===== src/rtl/k_dsp_pkg.sv =====
`default_nettype none
// ============================================================================
//  Module      : k_dsp_pkg
//  Description : Shared opcode encodings and signed saturation helper for the
//                K_DSP pipelined ALU datapath.
//  Revision    : 1.0 - initial release
// ============================================================================
package k_dsp_pkg;

    localparam int K_OP_W = 3;

    localparam logic [K_OP_W-1:0] K_OP_ADD  = 3'd0;
    localparam logic [K_OP_W-1:0] K_OP_SUB  = 3'd1;
    localparam logic [K_OP_W-1:0] K_OP_MUL  = 3'd2;
    localparam logic [K_OP_W-1:0] K_OP_MAC  = 3'd3;
    localparam logic [K_OP_W-1:0] K_OP_AND  = 3'd4;
    localparam logic [K_OP_W-1:0] K_OP_OR   = 3'd5;
    localparam logic [K_OP_W-1:0] K_OP_XOR  = 3'd6;
    localparam logic [K_OP_W-1:0] K_OP_ACLR = 3'd7;

    // Working width of the clamp helper; any saturator input must be narrower.
    localparam int K_SAT_MAX_W = 256;

    // Clamp a sign-extended value to the signed range of an out_w-bit number.
    // The clamped value is returned still sign-extended to K_SAT_MAX_W.
    function automatic logic signed [K_SAT_MAX_W-1:0] sat_clamp(
        input logic signed [K_SAT_MAX_W-1:0] val,
        input int                            out_w
    );
        logic signed [K_SAT_MAX_W-1:0] one;
        logic signed [K_SAT_MAX_W-1:0] hi;
        logic signed [K_SAT_MAX_W-1:0] lo;
        one = {{(K_SAT_MAX_W-1){1'b0}}, 1'b1};
        hi  = (one <<< (out_w - 1)) - one;
        lo  = ~hi;
        if (val > hi) begin
            return hi;
        end
        if (val < lo) begin
            return lo;
        end
        return val;
    endfunction

endpackage : k_dsp_pkg
`default_nettype wire


===== src/rtl/k_dsp_sat.sv =====
`default_nettype none
// ============================================================================
//  Module      : k_dsp_sat
//  Description : Generic signed narrowing stage. EN!=0 clamps to the OUT_W
//                signed range, EN==0 keeps the low OUT_W bits. o_ovf flags
//                any input that does not fit OUT_W signed bits.
//  Revision    : 1.0 - initial release
// ============================================================================
module k_dsp_sat
    import k_dsp_pkg::*;
#(
    parameter int IN_W  = 33,
    parameter int OUT_W = 32,
    parameter int EN    = 1
) (
    input  logic [IN_W-1:0]  i_din,
    output logic [OUT_W-1:0] o_dout,
    output logic             o_ovf
);

    logic signed [K_SAT_MAX_W-1:0] w_ext;
    logic signed [K_SAT_MAX_W-1:0] w_clamped;

    assign w_ext     = {{(K_SAT_MAX_W-IN_W){i_din[IN_W-1]}}, i_din};
    assign w_clamped = sat_clamp(w_ext, OUT_W);
    // Any change made by the clamp means the value was out of range.
    assign o_ovf     = (w_clamped != w_ext);

    generate
        if (EN != 0) begin : g_sat
            assign o_dout = w_clamped[OUT_W-1:0];
        end else begin : g_wrap
            assign o_dout = i_din[OUT_W-1:0];
        end
    endgenerate

endmodule : k_dsp_sat
`default_nettype wire


===== src/rtl/k_dsp_alu_pipe.sv =====
`default_nettype none
// ============================================================================
//  Module      : k_dsp_alu_pipe
//  Description : Two-stage pipelined signed ALU with optional saturation and
//                an internal guarded MAC accumulator. Valid/ready on both
//                sides; both stages advance together when the output slot
//                is empty or being drained.
//  Revision    : 1.0 - initial release
// ============================================================================
module k_dsp_alu_pipe
    import k_dsp_pkg::*;
#(
    parameter int WIDTH     = 32,
    parameter int SAT_EN    = 1,
    parameter int ACC_GUARD = 8
) (
    input  logic              clk,
    input  logic              rst,
    input  logic              in_valid,
    output logic              in_ready,
    input  logic [K_OP_W-1:0] op,
    input  logic [WIDTH-1:0]  opA,
    input  logic [WIDTH-1:0]  opB,
    output logic              out_valid,
    input  logic              out_ready,
    output logic [WIDTH-1:0]  result,
    output logic              ovf
);

    localparam int ACC_W  = WIDTH + ACC_GUARD;
    localparam int PROD_W = 2 * WIDTH;
    // One bit above the widest of product and accumulator so acc+product
    // and every add/sub are exact before narrowing.
    localparam int FULL_W = ((PROD_W > ACC_W) ? PROD_W : ACC_W) + 1;

    // Stage 1 operand registers
    logic              r_s1_valid;
    logic [K_OP_W-1:0] r_s1_op;
    logic [WIDTH-1:0]  r_s1_a;
    logic [WIDTH-1:0]  r_s1_b;

    // Stage 2 result registers and accumulator
    logic              r_out_valid;
    logic [WIDTH-1:0]  r_result;
    logic              r_ovf;
    logic [ACC_W-1:0]  r_acc;

    logic                     w_adv;
    logic signed [FULL_W-1:0] w_a_ext;
    logic signed [FULL_W-1:0] w_b_ext;
    logic signed [FULL_W-1:0] w_acc_ext;
    logic signed [FULL_W-1:0] w_prod;
    logic signed [FULL_W-1:0] w_mac_sum;
    logic        [ACC_W-1:0]  w_acc_next;
    logic                     w_acc_ovf;
    logic signed [FULL_W-1:0] w_full;
    logic        [WIDTH-1:0]  w_res;
    logic                     w_res_ovf;
    logic                     w_is_mac;
    logic                     w_ovf_next;

    assign w_adv     = !r_out_valid || out_ready;
    assign in_ready  = w_adv;
    assign out_valid = r_out_valid;
    assign result    = r_result;
    assign ovf       = r_ovf;

    assign w_a_ext   = {{(FULL_W-WIDTH){r_s1_a[WIDTH-1]}}, r_s1_a};
    assign w_b_ext   = {{(FULL_W-WIDTH){r_s1_b[WIDTH-1]}}, r_s1_b};
    assign w_acc_ext = {{(FULL_W-ACC_W){r_acc[ACC_W-1]}}, r_acc};
    assign w_prod    = w_a_ext * w_b_ext;
    assign w_mac_sum = w_acc_ext + w_prod;
    assign w_is_mac  = (r_s1_op == K_OP_MAC);

    // Accumulator always saturates at its own width, whatever SAT_EN says.
    k_dsp_sat #(
        .IN_W  (FULL_W),
        .OUT_W (ACC_W),
        .EN    (1)
    ) u_acc_sat (
        .i_din  (w_mac_sum),
        .o_dout (w_acc_next),
        .o_ovf  (w_acc_ovf)
    );

    // Full-precision op mux feeding the result-width narrowing stage.
    always_comb begin
        w_full = '0;
        case (r_s1_op)
            K_OP_ADD:  w_full = w_a_ext + w_b_ext;
            K_OP_SUB:  w_full = w_a_ext - w_b_ext;
            K_OP_MUL:  w_full = w_prod;
            K_OP_MAC:  w_full = {{(FULL_W-ACC_W){w_acc_next[ACC_W-1]}}, w_acc_next};
            K_OP_AND:  w_full = w_a_ext & w_b_ext;
            K_OP_OR:   w_full = w_a_ext | w_b_ext;
            K_OP_XOR:  w_full = w_a_ext ^ w_b_ext;
            K_OP_ACLR: w_full = '0;
            default:   w_full = '0;
        endcase
    end

    k_dsp_sat #(
        .IN_W  (FULL_W),
        .OUT_W (WIDTH),
        .EN    (SAT_EN)
    ) u_res_sat (
        .i_din  (w_full),
        .o_dout (w_res),
        .o_ovf  (w_res_ovf)
    );

    // Logic ops and ACLR sign-extend cleanly, so w_res_ovf is already 0 for
    // them; a MAC also reports an accumulator clamp (matters when ACC_GUARD=0).
    assign w_ovf_next = w_res_ovf | (w_is_mac & w_acc_ovf);

    // Stage 1: capture the offered beat whenever the pipe advances.
    always_ff @(posedge clk) begin
        if (rst) begin
            r_s1_valid <= 1'b0;
            r_s1_op    <= '0;
            r_s1_a     <= '0;
            r_s1_b     <= '0;
        end else if (w_adv) begin
            r_s1_valid <= in_valid;
            if (in_valid) begin
                r_s1_op <= op;
                r_s1_a  <= opA;
                r_s1_b  <= opB;
            end
        end
    end

    // Stage 2: register result/ovf and commit accumulator side effects.
    always_ff @(posedge clk) begin
        if (rst) begin
            r_out_valid <= 1'b0;
            r_result    <= '0;
            r_ovf       <= 1'b0;
            r_acc       <= '0;
        end else if (w_adv) begin
            r_out_valid <= r_s1_valid;
            if (r_s1_valid) begin
                r_result <= w_res;
                r_ovf    <= w_ovf_next;
                if (w_is_mac) begin
                    r_acc <= w_acc_next;
                end else if (r_s1_op == K_OP_ACLR) begin
                    r_acc <= '0;
                end
            end
        end
    end

endmodule : k_dsp_alu_pipe
`default_nettype wire


===== config.mk =====
export PLATFORM = sky130hd
export DESIGN_NAME = k_dsp_alu_pipe
export DESIGN_NICKNAME = d
export VERILOG_FILES = /design/src/rtl/k_dsp_pkg.sv /design/src/rtl/k_dsp_sat.sv /design/src/rtl/k_dsp_alu_pipe.sv
export SDC_FILE = /design/constraint.sdc
export NUM_CORES = 2
export LEC_CHECK = 0
export CAP_MARGIN = 10
export CELL_PAD_IN_SITES_DETAIL_PLACEMENT = 1
export CELL_PAD_IN_SITES_GLOBAL_PLACEMENT = 1
export CORE_UTILIZATION = 45
export CTS_CLUSTER_SIZE = 14
export DETAILED_ROUTE_END_ITERATION = 6
export PLACE_DENSITY = 0.74
export SLEW_MARGIN = 20
export SYNTH_ARGS = -nofsm -noshare
export SYNTH_HDL_FRONTEND = slang
export SYNTH_SLANG_ARGS = --single-unit

===== constraint.sdc =====
create_clock -name clk -period 18 [get_ports clk]
set_clock_uncertainty 0.15 [all_clocks]
set_input_delay 4.5 -clock clk [delete_from_list [all_inputs] [get_ports clk]]
set_output_delay 4.5 -clock clk [all_outputs]
set_load 0.05 [all_outputs]

* Word-level counts from Yosys, hierarchy flattened
Cells that the tools add are included.
** Word-level totals
- Bits in registers :: 142
- Bits of input ports :: 71
** Cells by class
- Reductions and logical operators :: 7
- Equality and inequality tests :: 9
- $lt $le $gt $ge :: 4
- Mux-type cells :: 17
- $mul :: 1
- $add $sub $neg :: 3
- Bitwise operators :: 5
** Operators by type and width (number)
- $mux 256 :: 8
- $pmux 65 s8 :: 1
- $ne 256x65->1 :: 2
- $mux 40 :: 2
- $add 40x64->65 :: 1
- $gt 65x32->1 const B :: 1
- $gt 65x40->1 const B :: 1
- $lt 65x32->1 const B :: 1
- $lt 65x40->1 const B :: 1
- $mul 32x32->64 :: 1
- $add 32x32->33 :: 1
- $sub 32x32->33 :: 1
- $and 32x32->32 :: 1
- $or 32x32->32 :: 1
- $xor 32x32->32 :: 1
- $eq 3x3->1 const B :: 4
- $eq 3x2->1 const B :: 2
- $mux 1 :: 6
- $reduce_and 2->1 :: 2
- $eq 3x1->1 const B :: 1
- $logic_not 3->1 :: 1
- $reduce_and 3->1 :: 1
- $reduce_bool 2->1 :: 1
- $and 1x1->1 :: 1
- 3 further kinds :: 3

* Logic depth before layout (Yosys ltp)
- Depth after elaboration :: 15
- Mapped depth :: 65

* By module
Synthesis repeated with hierarchy kept, for this count alone.
** Unflattened totals
- Cell total of the unflattened synthesis :: 6203
- Area, all modules :: 50821.2 um^2
** By module, submodules not included
- k_dsp_alu_pipe :: sequential area each 2842.7 um^2, cells an instance 5966, times used 1, area each 49545.0 um^2
- k_dsp_sat at u_res_sat :: sequential area each 0.0 um^2, cells an instance 111, times used 1, area each 641.9 um^2
- k_dsp_sat at u_acc_sat :: sequential area each 0.0 um^2, cells an instance 126, times used 1, area each 634.4 um^2

* Least setup slack after synthesis
No wires, ideal clock.
- Path kind :: register to register
- Start :: register r_s1_a[31]
- End :: register r_result[10], in the netlist result[10]
- Stages on the path, launching flop included :: 60
- Setup time :: 86 ps
- Clock period less this slack :: 13810 ps
- Slack :: 4190 ps
- Arrival time :: 13575 ps
- Cells stage by stage :: dfxtp_1 > clkbuf_1 > clkinv_1 > clkbuf_1 > nor2_1 > fa_1 > fa_1 > inv_1 > fa_1 > inv_1 > fa_1 > inv_1 > fa_1 > inv_1 > fa_1 > inv_1 > fa_1 > inv_1 > [... 24 more ...] > ha_1 > clkbuf_1 > nor2_1 > clkbuf_1 > nand3_1 > nor2_1 > a31o_2 > nand2_1 > nor3_1 > o311ai_0 > nor2_1 > nand3_1 > ha_1 > clkbuf_1 > inv_1 > clkbuf_1 > o221ai_1 > a211oi_1
** On the way
- Word-level cells in the longest chain between the ends :: 13
** RTL lines
- start: declaration :: line k_dsp_alu_pipe.sv:39 : logic [WIDTH-1:0] r_s1_a;
- start signal: assignment :: line k_dsp_alu_pipe.sv:127 : r_s1_a <= opA;
- $mul 32x32->64 :: line k_dsp_alu_pipe.sv:71 : assign w_prod = w_a_ext * w_b_ext;
- $add 40x64->65 :: line k_dsp_alu_pipe.sv:72 : assign w_mac_sum = w_acc_ext + w_prod;
- $lt 65x40->1 :: line k_dsp_pkg.sv:39 : if (val < lo) begin
- $mux 1 (2 in series) :: line k_dsp_pkg.sv:39
- $mux 256 :: line k_dsp_pkg.sv:42 : return val;
- $mux 256 :: line k_dsp_pkg.sv:39
- $pmux 65 s8 * :: line k_dsp_alu_pipe.sv:89 : case (r_s1_op)
- $lt 65x32->1 :: line k_dsp_pkg.sv:39
- $mux 1 (2 in series) :: line k_dsp_pkg.sv:39
- $mux 256 :: line k_dsp_pkg.sv:42
- $mux 256 * :: line k_dsp_pkg.sv:39
- end signal: assignment :: line k_dsp_alu_pipe.sv:143 : r_result <= w_res;
- end: declaration :: line k_dsp_alu_pipe.sv:44 : logic [WIDTH-1:0] r_result;
Every way passes the cells marked *; elsewhere a longest branch is shown, timed or not. The select of a mux whose other input is x is not followed.
A chain may end at the register's enable or synchronous reset.

* Final worst setup path
- Start :: register r_s1_b[15]
- End :: register r_result[21], in the netlist result[21]
** On the way
- Word-level cells in the longest chain between the ends :: 13
** RTL lines
- start: declaration :: line k_dsp_alu_pipe.sv:40 : logic [WIDTH-1:0] r_s1_b;
- start signal: assignment :: line k_dsp_alu_pipe.sv:128 : r_s1_b <= opB;
- $mul 32x32->64 :: line k_dsp_alu_pipe.sv:71
- $add 40x64->65 :: line k_dsp_alu_pipe.sv:72
- $lt 65x40->1 :: line k_dsp_pkg.sv:39
- $mux 1 (2 in series) :: line k_dsp_pkg.sv:39
- $mux 256 :: line k_dsp_pkg.sv:42
- $mux 256 :: line k_dsp_pkg.sv:39
- $pmux 65 s8 * :: line k_dsp_alu_pipe.sv:89
- $lt 65x32->1 :: line k_dsp_pkg.sv:39
- $mux 1 (2 in series) :: line k_dsp_pkg.sv:39
- $mux 256 :: line k_dsp_pkg.sv:42
- $mux 256 * :: line k_dsp_pkg.sv:39
Marked as above.

==> Flow_metrics.wiki <==
{| class="wikitable"
! Metric !! Value
|-
| Number of buffers inserted by hold repair at cts || 0
|-
| Clock transition at the register clock pins on the worst setup and hold paths after CTS || 0.07 ns
|-
| Overall routing resource usage || 39.2%
|-
| Area share of the largest cell type after synthesis || 42.0%
|-
| Critical Setup Path Class || flop to flop
|-
| Clock latency on the worst-skew pair || 0.54 ns
|-
| Unrepaired setup endpoints after global routing || no
|-
| Level count of the clock H-tree || 4
|-
| Average wire per standard cell || 29.0 um
|-
| Cells resized by post-CTS repair || 0
|-
| Dominant cell type by area after synthesis || sky130_fd_sc_hd__fa_1
|-
| Wire length of the first global-routing pass || 333 mm
|-
| Sequential share of the synthesized area || 5.50%
|-
| Drt drc || 0
|-
| Setup fix buffers added after clock tree synthesis || 0
|-
| Weighted congestion at the end of routability-driven global placement || 1.00
|-
| Most common cell type on the critical path || sky130_fd_sc_hd__fa_1
|-
| Post-synthesis instance area || 0.0517 mm^2
|-
| Synth warnings || 0
|-
| Overall die width || 341 um
|-
| Final worst slack || 0.879 ns
|-
| Placed Instance Area || 0.0543 mm^2
|-
| Leading cell types by total area after synthesis || sky130_fd_sc_hd__fa_1, sky130_fd_sc_hd__ha_1, sky130_fd_sc_hd__inv_1, sky130_fd_sc_hd__nand2_1, sky130_fd_sc_hd__nor2_1
|-
| Number of antenna violations at the first check in global routing || 8
|-
| DRC violation total after the first TritonRoute iteration || 4506
|-
| Starting utilization of the core area || 45.6%
|-
| Layout filler cell count || 13700
|-
| Worst setup slack before clock tree synthesis || 1.29 ns
|-
| Number of primary I/O pins || 106
|-
| Flip-flop cell with the highest count after synthesis || sky130_fd_sc_hd__dfxtp_1
|-
| Share of cells above drive strength 1 || 3.67%
|-
| CP arrival || 17.41 ns
|-
| Final layout net count || 7757
|-
| Max_cap viols || 0
|-
| Highest-count cells in the layout ignoring fill and taps || sky130_fd_sc_hd__inv_1, sky130_fd_sc_hd__fa_1, sky130_fd_sc_hd__nand2_1
|-
| Syn Inst Count || 6343
|-
| Core area || 0.113 mm^2
|-
| Number of distinct library cell variants in the gate-level netlist after synthesis || 105
|-
| Most common cell after layout, fill and taps aside || sky130_fd_sc_hd__inv_1
|-
| Total congestion overflow after global routing || 0
|-
| Row count || 123
|-
| Leakage || 25.3 nW
|-
| Clk Tree Root Cell || sky130_fd_sc_hd__clkbuf_16
|-
| Nature of the critical path endpoint || flop
|-
| Critical Path Start Type || flop
|-
| Final antenna-violating net count || 0
|-
| Post-Route Setup TNS || 0 ns
|-
| Path class of the lowest-slack min-delay path || flop to flop
|-
| Areal power density over the cells || 81.9 mW/mm^2
|-
| Area enclosed by the die boundary || 0.116 mm^2
|-
| Vias in the first global route || 50500
|-
| Mean area per synthesized cell || 8.15 um^2
|-
| Total via count in the routed design || 47300
|-
| Pins over their slew limit || 0
|-
| Average vias per placed instance || 6.10
|-
| Wire length after detailed routing || 225 mm
|-
| Share of async-settable or async-resettable flops after synthesis || 0%
|-
| Maximum number of pins on one net before global-route repair || 68
|-
| Clock tree from TritonCTS || built
|-
| Critical Path Fanout Max || 34
|-
| Biggest cell delay along the critical path || 0.88 ns
|-
| Inserted Clock Buffers || 17
|-
| Vertical extent of the die || 341 um
|-
| Worst slew margin relative to its limit || 16.9%
|-
| Power consumption || 4.49 mW
|-
| Synthesized flop and latch total || 142
|-
| Peak supply drop || 106 uV
|-
| Post-detail-place hpwl || 184 mm
|-
| Total of endpoints with negative setup slack in the final report || 0
|-
| Status || finished, final reports clean
|-
| Synthesized Nets || 7850
|-
| Area growth from synthesis to layout || 6.11%
|-
| Buf+Inv Stages, Crit Path || 6
|-
| Cell family with most CP delay || adder cells
|-
| Post-route standard cell area excluding fillers || 0.0549 mm^2
|-
| Maximum number of buffers from clock root to sink || 2
|-
| Period Utilization, post-route || 95.1%
|-
| Slew at the pin closest to its max-slew limit || 1.24 ns
|-
| Post-layout util || 48.4%
|-
| EDFF count, synth || 0
|-
| Final min period || 17.12 ns
|-
| Detailed-router iteration count before antenna repair || 5
|-
| Number of hold violations in the final report || 0
|-
| Slowest library cell on the worst path || sky130_fd_sc_hd__clkinv_1
|-
| Clock net sink count || 142
|-
| FMAX || 58.4 MHz
|-
| Count of input and output buffers || 105
|-
| Data required time at the worst endpoint || 18.29 ns
|}
## path summary, 6_finish.rpt
| kind | slack (ns) | depth (start not counted) | startpoint | endpoint |
|---|---|---|---|---|
| setup / recovery | 0.88 | 53 | r_s1_b[15] | result[21] |
| hold / removal | 0.32 | 2 | r_acc[37] | r_acc[37] |
| setup reg to reg | 0.88 | 53 | r_s1_b[15] | result[21] |
| hold reg to reg | 0.32 | 2 | r_acc[37] | r_acc[37] |
## state kept, by name (all words and copies together) (netlist names)
register,flops
ovf,1
r_s1_op,3
out_valid,1
r_s1_a,32
r_s1_b,32
r_s1_valid,1
result,32
r_acc,40
## kinds of logic (layout without fill, tap and decap cells)
| logic type | Yosys count | after routing | synth area share [%] |
|---|---|---|---|
| simple gates | 2037 | 2037 | 16.8 |
| buf+inv | 1485 | 1405 | 10.9 |
| fa+ha+maj | 1436 | 1436 | 50.5 |
| compound gates | 1066 | 1066 | 13.2 |
| xor+xnor | 160 | 160 | 2.72 |
| flops | 142 | 142 | 5.50 |
| mux | 17 | 17 | 0.329 |
| other cells | 0 | 1 | 0 |
## per-layer routing
metal	up-vias	part of all wire [%]	wire (um)	global-route usage [%]
met5	-	0.0058	13	0
met4	2	6.9	15500	22.7
met3	637	8.9	20100	7.95
met2	2330	46	102000	61.8
met1	24600	39	86900	49.9
li1	19800	-	-	-
## cell usage after synthesis (35+ instances only)
| cell type | n |
|---|---|
| sky130_fd_sc_hd__inv_1 | 1112 |
| sky130_fd_sc_hd__fa_1 | 1085 |
| sky130_fd_sc_hd__nand2_1 | 886 |
| sky130_fd_sc_hd__nor2_1 | 768 |
| sky130_fd_sc_hd__a21oi_1 | 367 |
| sky130_fd_sc_hd__ha_1 | 351 |
| sky130_fd_sc_hd__clkbuf_1 | 290 |
| sky130_fd_sc_hd__o21ai_0 | 192 |
| sky130_fd_sc_hd__dfxtp_1 | 142 |
| sky130_fd_sc_hd__xnor2_1 | 103 |
| sky130_fd_sc_hd__a21o_1 | 67 |
| sky130_fd_sc_hd__nor3_1 | 61 |
| sky130_fd_sc_hd__a211oi_1 | 57 |
| sky130_fd_sc_hd__xor2_1 | 56 |
| sky130_fd_sc_hd__nand4_1 | 54 |
| sky130_fd_sc_hd__nand3_1 | 50 |
| sky130_fd_sc_hd__o21bai_1 | 35 |
## worst reg2reg max path: cells and delay by family, from the launching register on
kind            cells  cell delay [ns]
compound gates     14             3.65
flops               1             0.64
fa+ha+maj          12             5.59
simple gates       19             4.23
xor+xnor            2             0.46
buf+inv             6             2.30
## layout make-up
type	instances	area (um^2)	area share, %
clock inverter	14	140	0.255
multi-input combinational	4716	43300	78.8
inverter	1137	4270	7.78
tap	1500	1880	3.42
clock buffer	18	439	0.800
antenna	1	2.50	0.00456
timing repair buffer	236	2040	3.72
sequential	142	2850	5.19
## report_power, final
| part | switching (mW) | internal (mW) | total, mW |
|---|---|---|---|
| Sequential | 0.0179 | 0.332 | 0.349 |
| Combinational | 2.56 | 1.19 | 3.74 |
| Clock | 0.210 | 0.187 | 0.397 |
## metrics by stage
| step | cells | hold slack (ns) |
|---|---|---|
| floorplan | 6343 | 0.286 |
| global placement | 7730 | 0.296 |
| detailed placement | 7730 | 0.304 |
| CTS | 7762 | 0.318 |
| global route | 7764 | 0.349 |
| finish | 7764 | 0.324 |
No activity file was read; power rests on OpenSTA's default activity.
